### src/rtl/udp_frame_sender_pkg.sv
// Shared definitions for the UDP frame sender: FSM encoding, default sizing
// and the header length.
package udp_frame_sender_pkg;

  localparam int DEF_PKT_WORDS = 256;
  localparam int DEF_IFG       = 12;
  localparam int HDR_BYTES     = 4;

  typedef enum logic [2:0] {
    IDLE = 3'd0,
    HDR  = 3'd1,
    REQ  = 3'd2,
    WAIT = 3'd3,
    SEND = 3'd4,
    GAP  = 3'd5,
    FIN  = 3'd6
  } state_t;

endpackage

### src/rtl/udp_frame_sender_if.sv
// SDRAM read port and byte stream towards the UDP MAC.
// Byte stream: a byte moves on a rising clk edge where tx_valid and tx_ready
// are both high; while tx_valid is high and tx_ready low, tx_data/tx_sop/tx_eop
// hold their value, and tx_valid never drops before the transfer.
interface udp_frame_sender_if;
  logic        mem_rd_req;
  logic [15:0] mem_rd_addr;
  logic        mem_rd_valid;
  logic [31:0] mem_rd_data;
  logic [7:0]  tx_data;
  logic        tx_valid;
  logic        tx_ready;
  logic        tx_sop;
  logic        tx_eop;

  modport master (
    output mem_rd_req, mem_rd_addr, tx_data, tx_valid, tx_sop, tx_eop,
    input  mem_rd_valid, mem_rd_data, tx_ready
  );

  modport slave (
    input  mem_rd_req, mem_rd_addr, tx_data, tx_valid, tx_sop, tx_eop,
    output mem_rd_valid, mem_rd_data, tx_ready
  );
endinterface

### src/rtl/udp_byte_serializer.sv
// Turns one 32-bit word into four bytes, MSB first, over a valid/ready stream.
// A load is taken only while empty; sop/eop tag the first/last byte of the word.
module udp_byte_serializer
  import udp_frame_sender_pkg::*;
(
  input  logic        clk,
  input  logic        rst,
  input  logic        load,
  input  logic [31:0] in_data,
  input  logic        in_sop,
  input  logic        in_eop,
  output logic [7:0]  out_data,
  output logic        out_valid,
  input  logic        out_ready,
  output logic        out_sop,
  output logic        out_eop,
  output logic        word_done
);
  localparam logic [1:0] LAST_IDX = 2'(HDR_BYTES - 1);

  logic [31:0] shreg;
  logic [1:0]  idx;
  logic        full;
  logic        sop_q;
  logic        eop_q;

  always_ff @(posedge clk or posedge rst) begin
    if (rst) begin
      shreg <= '0;
      idx   <= '0;
      full  <= 1'b0;
      sop_q <= 1'b0;
      eop_q <= 1'b0;
    end else if (!full) begin
      if (load) begin
        shreg <= in_data;
        sop_q <= in_sop;
        eop_q <= in_eop;
        idx   <= '0;
        full  <= 1'b1;
      end
    end else if (out_ready) begin
      if (idx == LAST_IDX) begin
        full <= 1'b0;
      end else begin
        shreg <= {shreg[23:0], 8'h00};
        idx   <= idx + 2'd1;
      end
    end
  end

  assign out_valid = full;
  assign out_data  = full ? shreg[31:24] : 8'h00;
  assign out_sop   = full & sop_q & (idx == 2'd0);
  assign out_eop   = full & eop_q & (idx == LAST_IDX);
  assign word_done = full & out_ready & (idx == LAST_IDX);

endmodule

### src/rtl/udp_frame_sender.sv
// Reads a word range from SDRAM and sends it as one or more packets, each led by
// a 4-byte big-endian sequence number, with a fixed idle gap between packets.
module udp_frame_sender
  import udp_frame_sender_pkg::*;
#(
  parameter int PKT_WORDS = DEF_PKT_WORDS,
  parameter int IFG       = DEF_IFG
) (
  input  logic                      clk,
  input  logic                      RST,
  input  logic                      packet_start,
  input  logic [15:0]               rdaddr_begin,
  input  logic [15:0]               rdaddr_end,
  input  logic [15:0]               frame_length,
  input  logic [31:0]               cnt_init,
  udp_frame_sender_if.master        bus,
  output logic                      busy,
  output logic                      done,
  output logic                      len_err,
  output state_t                    state_dbg
);
  localparam logic [15:0] PKT_LIM  = 16'(PKT_WORDS);
  localparam logic [15:0] GAP_LAST = 16'(IFG - 1);

  state_t      state, state_nxt;
  logic        ps_q;
  logic        trig;
  logic [15:0] n_words;
  logic [16:0] exp_bytes;
  logic [15:0] addr, remaining, pkt_left, gap_cnt;
  logic [31:0] seq, word_buf;
  logic        ser_load, ser_sop, ser_eop, word_done;
  logic [31:0] ser_word;

  assign trig      = packet_start & ~ps_q;
  assign n_words   = rdaddr_end - rdaddr_begin;
  assign exp_bytes = {n_words[14:0], 2'b00};

  always_ff @(posedge clk or posedge RST) begin
    if (RST) state <= IDLE;
    else     state <= state_nxt;
  end

  // The next header is loaded in the last GAP cycle so sop follows exactly IFG idle clocks.
  always_comb begin
    state_nxt = state;
    ser_load  = 1'b0;
    ser_word  = seq;
    ser_sop   = 1'b0;
    ser_eop   = 1'b0;
    case (state)
      IDLE: if (trig) state_nxt = (n_words == 16'd0) ? FIN : HDR;
      HDR: begin
        ser_load = 1'b1;
        ser_sop  = 1'b1;
        if (word_done) state_nxt = REQ;
      end
      REQ:  state_nxt = WAIT;
      WAIT: if (bus.mem_rd_valid) state_nxt = SEND;
      SEND: begin
        ser_load = 1'b1;
        ser_word = word_buf;
        ser_eop  = (pkt_left == 16'd1);
        if (word_done) begin
          if (pkt_left != 16'd1)        state_nxt = REQ;
          else if (remaining == 16'd1)  state_nxt = FIN;
          else                          state_nxt = (IFG == 0) ? HDR : GAP;
        end
      end
      GAP: if (gap_cnt == GAP_LAST) begin
        ser_load  = 1'b1;
        ser_sop   = 1'b1;
        state_nxt = HDR;
      end
      FIN:     state_nxt = IDLE;
      default: state_nxt = IDLE;
    endcase
  end

  always_ff @(posedge clk or posedge RST) begin
    if (RST) begin
      ps_q      <= 1'b1;
      addr      <= '0;
      remaining <= '0;
      pkt_left  <= '0;
      gap_cnt   <= '0;
      seq       <= '0;
      word_buf  <= '0;
    end else begin
      ps_q <= packet_start;
      case (state)
        IDLE: if (trig) begin
          addr      <= rdaddr_begin;
          remaining <= n_words;
          seq       <= cnt_init;
        end
        HDR: if (word_done) pkt_left <= (remaining > PKT_LIM) ? PKT_LIM : remaining;
        REQ:  addr <= addr + 16'd1;
        WAIT: if (bus.mem_rd_valid) word_buf <= bus.mem_rd_data;
        SEND: if (word_done) begin
          remaining <= remaining - 16'd1;
          pkt_left  <= pkt_left - 16'd1;
          gap_cnt   <= '0;
          if (pkt_left == 16'd1) seq <= seq + 32'd1;
        end
        GAP: gap_cnt <= gap_cnt + 16'd1;
        default: ;
      endcase
    end
  end

  udp_byte_serializer u_ser (
    .clk       (clk),
    .rst       (RST),
    .load      (ser_load),
    .in_data   (ser_word),
    .in_sop    (ser_sop),
    .in_eop    (ser_eop),
    .out_data  (bus.tx_data),
    .out_valid (bus.tx_valid),
    .out_ready (bus.tx_ready),
    .out_sop   (bus.tx_sop),
    .out_eop   (bus.tx_eop),
    .word_done (word_done)
  );

  assign bus.mem_rd_req  = (state == REQ);
  assign bus.mem_rd_addr = addr;
  assign busy            = state inside {HDR, REQ, WAIT, SEND, GAP};
  assign done            = (state == FIN);
  assign len_err         = (state == IDLE) & trig & ({1'b0, frame_length} != exp_bytes);
  assign state_dbg       = state;

endmodule

### src/flat_wrapper.sv
// flat-port wrapper written by rule: the top's interface ports become plain ports
module udp_frame_sender_flat import udp_frame_sender_pkg::*;
#(
  parameter int PKT_WORDS = DEF_PKT_WORDS,
  parameter int IFG       = DEF_IFG
)
  (clk, RST, packet_start, rdaddr_begin, rdaddr_end, frame_length, cnt_init, busy, done, len_err, state_dbg, bus_mem_rd_req, bus_mem_rd_addr, bus_tx_data, bus_tx_valid, bus_tx_sop, bus_tx_eop, bus_mem_rd_valid, bus_mem_rd_data, bus_tx_ready);
  udp_frame_sender_if bus_i ();
  input  logic clk;
  input  logic RST;
  input  logic packet_start;
  input  logic [15:0] rdaddr_begin;
  input  logic [15:0] rdaddr_end;
  input  logic [15:0] frame_length;
  input  logic [31:0] cnt_init;
  output logic busy;
  output logic done;
  output logic len_err;
  output state_t state_dbg;
  output wire logic [$bits(bus_i.mem_rd_req)-1:0] bus_mem_rd_req;
  output wire logic [$bits(bus_i.mem_rd_addr)-1:0] bus_mem_rd_addr;
  output wire logic [$bits(bus_i.tx_data)-1:0] bus_tx_data;
  output wire logic [$bits(bus_i.tx_valid)-1:0] bus_tx_valid;
  output wire logic [$bits(bus_i.tx_sop)-1:0] bus_tx_sop;
  output wire logic [$bits(bus_i.tx_eop)-1:0] bus_tx_eop;
  input wire logic [$bits(bus_i.mem_rd_valid)-1:0] bus_mem_rd_valid;
  input wire logic [$bits(bus_i.mem_rd_data)-1:0] bus_mem_rd_data;
  input wire logic [$bits(bus_i.tx_ready)-1:0] bus_tx_ready;
  assign bus_mem_rd_req = bus_i.mem_rd_req;
  assign bus_mem_rd_addr = bus_i.mem_rd_addr;
  assign bus_tx_data = bus_i.tx_data;
  assign bus_tx_valid = bus_i.tx_valid;
  assign bus_tx_sop = bus_i.tx_sop;
  assign bus_tx_eop = bus_i.tx_eop;
  assign bus_i.mem_rd_valid = bus_mem_rd_valid;
  assign bus_i.mem_rd_data = bus_mem_rd_data;
  assign bus_i.tx_ready = bus_tx_ready;
  udp_frame_sender #(.PKT_WORDS(PKT_WORDS), .IFG(IFG)) u_core (.clk(clk), .RST(RST), .packet_start(packet_start), .rdaddr_begin(rdaddr_begin), .rdaddr_end(rdaddr_end), .frame_length(frame_length), .cnt_init(cnt_init), .bus(bus_i), .busy(busy), .done(done), .len_err(len_err), .state_dbg(state_dbg));
endmodule
### config.mk
export PLATFORM = sky130hd
export DESIGN_NAME = udp_frame_sender_flat
export DESIGN_NICKNAME = d
export VERILOG_FILES = /design/src/rtl/udp_frame_sender_pkg.sv /design/src/rtl/udp_frame_sender_if.sv /design/src/rtl/udp_byte_serializer.sv /design/src/rtl/udp_frame_sender.sv /design/src/flat_wrapper.sv
export SDC_FILE = /design/constraint.sdc
export NUM_CORES = 1
export LEC_CHECK = 0
export ABC_CLOCK_PERIOD_IN_PS = 4100
export BUFFER_PORTS_ARGS = -buffer_cell sky130_fd_sc_hd__buf_2
export CAP_MARGIN = 15
export CORE_UTILIZATION = 40
export CTS_CLUSTER_SIZE = 20
export DETAILED_ROUTE_END_ITERATION = 10
export GPL_TIMING_DRIVEN = 0
export PLACE_DENSITY = 0.61
export SETUP_SLACK_MARGIN = 0.3
export SYNTH_ARGS = -nofsm -noshare
export SYNTH_HDL_FRONTEND = slang
export SYNTH_HIERARCHICAL = 1
export SYNTH_SLANG_ARGS = --single-unit
export TNS_END_PERCENT = 50
### constraint.sdc
create_clock -name clk -period 4.1 [get_ports clk]
set_input_delay 0.82 -clock clk [delete_from_list [all_inputs] [get_ports clk]]
set_output_delay 0.82 -clock clk [all_outputs]
set_load 0.01 [all_outputs]
# Word level (Yosys, flattened, before mapping)
# Index checks and enable logic that the tools add are counted.
dict set report op_classes {
  n_eq_ne 20
  n_reduce_logical 19
  mul 0
  n_lt_le_gt_ge 1
  div_mod_pow 0
  mux 42
  shifts 0
  bitwise 11
  n_addsub 7
}
# op n
set ops {}
lappend ops {{two-way mux 32 bit} 8}
lappend ops {{one-hot mux 16 bit (2 select lines)} 4}
lappend ops {{two-way mux 16 bit} 7}
lappend ops {{one-hot mux 32 bit (2 select lines)} 1}
lappend ops {{adder 16 x 1 -> 16 bit (second input constant)} 2}
lappend ops {{adder 32 x 1 -> 32 bit (second input constant)} 1}
lappend ops {{== test 16 x 1 -> 1 bit (second input constant)} 2}
lappend ops {{subtractor 16 x 1 -> 16 bit (second input constant)} 2}
lappend ops {{two-way mux 3 bit} 7}
lappend ops {{one-hot mux 3 bit (6 select lines)} 1}
lappend ops {{!= test 16 x 17 -> 1 bit} 1}
lappend ops {{== test 16 x 4 -> 1 bit (second input constant)} 1}
lappend ops {{greater-than comparator 16 x 9 -> 1 bit (second input constant)} 1}
lappend ops {{zero test 16 bit} 1}
lappend ops {{!= test 16 x 1 -> 1 bit (second input constant)} 1}
lappend ops {{subtractor 16 bit} 1}
lappend ops {{two-way mux 2 bit} 5}
lappend ops {{!= test 2 bit (second input constant)} 5}
lappend ops {{nonzero test 2 bit} 5}
lappend ops {{AND 1 bit} 9}
lappend ops {{== test 3 bit (second input constant)} 3}
lappend ops {{AND reduction 3 bit} 3}
lappend ops {{two-way mux 8 bit} 1}
lappend ops {{AND reduction 2 bit} 4}
lappend ops {{14 further kinds} 24}
dict set report totals {
  ram_bits 0
  word_cells 113
  out_inout_bits 34
  reg_bits 169
  memories 0
  latchBits 0
  romBits 0
}

# Depth between registers and ports, before layout
dict set report depth {
  ltp_word 5
  ltp_mapped 12
}

# By module
# The synthesis kept the hierarchy.
# module cells_per_inst seq_area_each_um2 n_inst area_each_um2
set by_module_without_submodules {}
lappend by_module_without_submodules {udp_frame_sender 1063 3304.4 1 8618.3}
lappend by_module_without_submodules {udp_byte_serializer 181 925.9 1 1700.4}

# Worst setup path before layout
# No wires, ideal clock.
dict set report synth_path {
  path_kind {input-to-output}
  startpoint {input rdaddr_end[0]}
  endpoint {output len_err}
  path_stages 12
  arrival_ns 3.147
  slack_ns 0.133
  cell_sequence {inv_1 ha_1 inv_1 fa_1 a21o_1 a21oi_1 xnor3_1 or3_1 a2111oi_0 o2111ai_1 nor4_1 a21oi_1}
}
dict set report synth_via {
  elab_chain_len 3
}
# item line
set synth_lines {}
lappend synth_lines {{start, declared} flat_wrapper.sv:13} ;# input logic [15:0] rdaddr_end;
lappend synth_lines {{subtractor 16 bit} udp_frame_sender.sv:36} ;# assign n_words = rdaddr_end - rdaddr_begin;
lappend synth_lines {{!= test 16 x 17 -> 1 bit} udp_frame_sender.sv:131} ;# assign len_err = (state == IDLE) & trig & ({1'b0, frame_length} != exp_bytes);
lappend synth_lines {{AND 1 bit} udp_frame_sender.sv:131}
lappend synth_lines {{end, declared} flat_wrapper.sv:18} ;# output logic len_err;
# Every way passes these cells.

# Worst setup path after layout
# Ends and elaborated chain as after synthesis.

==> impl_results.md <==
- Failing checks: negative setup slack
- Starting density of the core: roughly 41%
- # Max-Cap Violations: 0
- Distinct cells, synth: 73
- Setup ws final: -0.239 ns
- Critical R2R Launch: u_core/u_ser/out_valid
- Top post-synthesis cells by area: dfrtp_1 41%, nand2_1 7.1%, a21oi_1 5.9%, o21ai_0 4.7%, nor2_1 4.0%
- CTS tree: built
- Slew Viols, Final: 0
- Cts hold-fix bufs: 0
- Peak VDD IR: 0.000283 V
- Area Growth Syn to Fin: 19.1%
- Layout cells sized above 1: 19.6%
- Pre-CTS setup slack: -0.934 ns
- Fin crit period: between 4 and 5 ns
- Type of origin of the critical path: input pin
- CTS Buf Count: 17
- Crit-path leading delay family: simple AND/OR/NAND/NOR gates
- Commonest non-fill, non-tap cell in the layout: nand2_1
- Run status: complete, but fails checks
- Layout Nets: 1567
- Largest net degree at the start of global routing: 38
- Post-synthesis async set-or-reset flop share: 100%
- GP Congestion: a little under 0.9
- Initial antenna violation count: 0
- CP bufs+invs: 4
- CTS clk-pin slew, worst paths: around 0.080 ns
- Root buf cell: clkbuf_16
- Total Routing Usage GR: about a quarter
- CP peak stage delay: between 0.5 and 0.6 ns
- WP data arrival: roughly 3.5 ns
- Placed Area: ~12000 um^2
- DRC viols: 0
- Mapped cell area: ~10000 um^2
- Power Total: a little over 8 mW
- Util after Layout: around 49%
- Post-Syn Instances: 1244
- Setup crit end: len_err
- Pwr Density: approximately 670 nW/um^2
- Boundary Pins: 151
- Reg2Reg Setup Slack: ~0.73 ns
- Vias/cell: approximately 5.7
- Crit path cell chain: buf_6, inv_4, ha_4, inv_2, fa_2, a21oi_2, o211a_1, o21ai_0, xor2_1, xor2_1, or4_1, nor4_1, a21oi_1, buf_2
- R2R Path End: u_core/remaining[3]
- Clock latency at the later pin of the worst-skew pair: 0.44 ns
- Post-route design area: 12300 um^2
- Slew Limit Headroom: ~25%
- Post-synth EDFFs: 0
- Diodes inserted: 0
- Final Hold Fails: 0
- Most frequent cells in the layout: 194 x nand2_1, 168 x dfrtp_1, 159 x buf_2
- HPWL Detailed: approximately 24000 um
- IO buf count: 150
- Pleak: 5.47 nW
- Post-detailed-route count of antenna-violating nets: 0
- Most common cell on crit path: xor2_1
- Total Wirelength: ~32000 um
- Synth top area share: a little over 40%
- Worst setup startpoint: rdaddr_end[0]
- Iteration-0 DRC Markers: 832
- Drt first pass iters: 8
- WP data required: ~3.3 ns
- Vias in the first global route: 9331
- Max Clk Rate: around 0.23 GHz
- Tcrit/Tclk final: 106%
- First-pass GRT wire length: 50300 um
- Ys flop type: dfrtp_1
- Die Y: 163 um
- Die width: 163 um
- Max Fanout on Critical Path: 3
- CTS H-tree depth: 4
- Worst Max-Slew Pin Slew: around 1.1 ns
- Worst Hold Class: input pin to asynchronous set/reset pin
- Die area: ~26000 um^2
- R2r worst-path depth: 9
- Core area: around 25000 um^2
- CP Depth: 14
- Clock Sinks: roughly 170
- Sequential area share after synthesis: approximately two fifths
- Synth warn: 6
- Fin Clk Skew: 0.0127 ns
- Min Hold Slack: ~0.44 ns
- Worst path slowest cell: or4_1
- Synth Area per Inst: approximately 8.3 um^2
- Cell accounting for the most synthesized area: dfrtp_1
- Final setup violation count: 1
- Routed len/inst: around 18 um
- Row count: 58
- Vias: approximately 10000
- RSZ-0062 raised after global routing: true
- Synth Net Count: ~1400
- Flop and latch count out of synthesis: between 150 and 200
- CTS max path bufs: 2
- Global route total overflow: 0
- CP Class: input pin to output pin
- Critical Path End Type: output pin
==> routing by layer <==
| metal | vias up | wire (um) | track usage [%] |
|---|---|---|---|
| li1 | 4837 | - | - |
| met1 | 4805 | 14800 | 35.5 |
| met2 | 343 | 14200 | 36.7 |
| met3 | 40 | 1900 | 3.62 |
| met4 | 0 | 663 | 7.82 |
| met5 | - | 0 | 0 |
==> worst register-to-register path, stage by stage (launching register included) <==
cell and delay [ns]:
dfrtp_1 0.48, clkbuf_1 0.34, and3_1 0.33, clkbuf_1 0.23, clkbuf_1 0.42, nand2_1 0.35
nand2_1 0.38, clkbuf_1 0.46, o22ai_1 0.18, a21oi_1 0.14
==> worst min-delay path by stage <==
stage | depth (start not counted) | startpoint | to | slack, ns
after floorplan | 2 | u_core/u_ser/eop_q | u_core/u_ser/eop_q | 0.44
after global placement | 1 | u_core/pkt_left[12] | u_core/pkt_left[12] | 0.47
after detailed placement | 1 | u_core/pkt_left[9] | u_core/pkt_left[9] | 0.48
after CTS | 2 | RST | u_core/word_buf[22] | 0.45
after global routing | 2 | RST | u_core/word_buf[22] | 0.48
final | 2 | RST | u_core/word_buf[22] | 0.44
==> synthesized netlist by cell type, types with 8 or more instances <==
master,count
nand2_1,194
dfrtp_1,168
a21oi_1,121
nor2_1,111
o21ai_0,97
clkbuf_1,50
o22ai_1,50
nand3_1,49
inv_1,41
mux2_2,33
ha_1,26
nor3_1,24
and3_1,22
nand4_1,15
xnor2_1,15
and2_1,12
nor4_1,12
buf_2,11
buf_1,10
o211ai_1,10
xor2_1,10
a21oi_2,9
a221oi_1,9
nor2b_1,9
or3_1,9
nand2b_1,8
==> state kept, by name (all words and copies together) (netlist names), 3 cells and up <==
signal	flops
u_core/remaining	16
u_core/word_buf	32
u_core/pkt_left	16
u_core/state_dbg	3
u_core/seq	32
u_core/u_ser/shreg	32
u_core/gap_cnt	16
u_core/bus.mem_rd_addr	16
==> area by class of cell <==
type / count / area (um^2)
Clock inverter: 14 / 150
Multi-Input combinational cell: 958 / 5690
Fill cell: 2491 / 13000
Inverter: 41 / 160
Buffer: 76 / 328
Sequential cell: 169 / 4230
Tap cell: 330 / 413
Clock buffer: 18 / 429
Timing Repair Buffer: 160 / 888
==> report_power, final <==
part	switching [mW]	leakage, nW	internal [mW]
registers	0.686	2.04	2.43
clock network	0.779	0.278	0.815
logic	2.12	3.16	1.42
==> cell families (layout without fill, tap and decap cells) <==
group                    Yosys count  in the layout  synth area share, %
XOR/XNOR                          27             27                 2.56
AND/OR/NAND/NOR                  495            495                 22.4
buffers and inverters            117            309                 4.64
AO/OA/AOI/OAI                    375            375                 22.4
flip-flops                       169            169                 41.0
multiplexers                      34             34                 3.70
adder cells (fa/ha/maj)           27             27                 3.35
==> stage by stage <==
step	cells	setup TNS [ns]
floorplan	1244	0
global placement	1724	-0.888
detailed placement	1728	-0.934
CTS	1766	-0.222
global route	1766	-0.393
finish	1766	-0.239
==> timing repair <==
action / 4_1_cts / 5_1_grt
setup buffers: 6 / 0
resized for setup: 22 / 5
endpoints found under the setup margin: 1 / 1
pin swaps: 12 / 1
(Power assumes the default switching activity.)
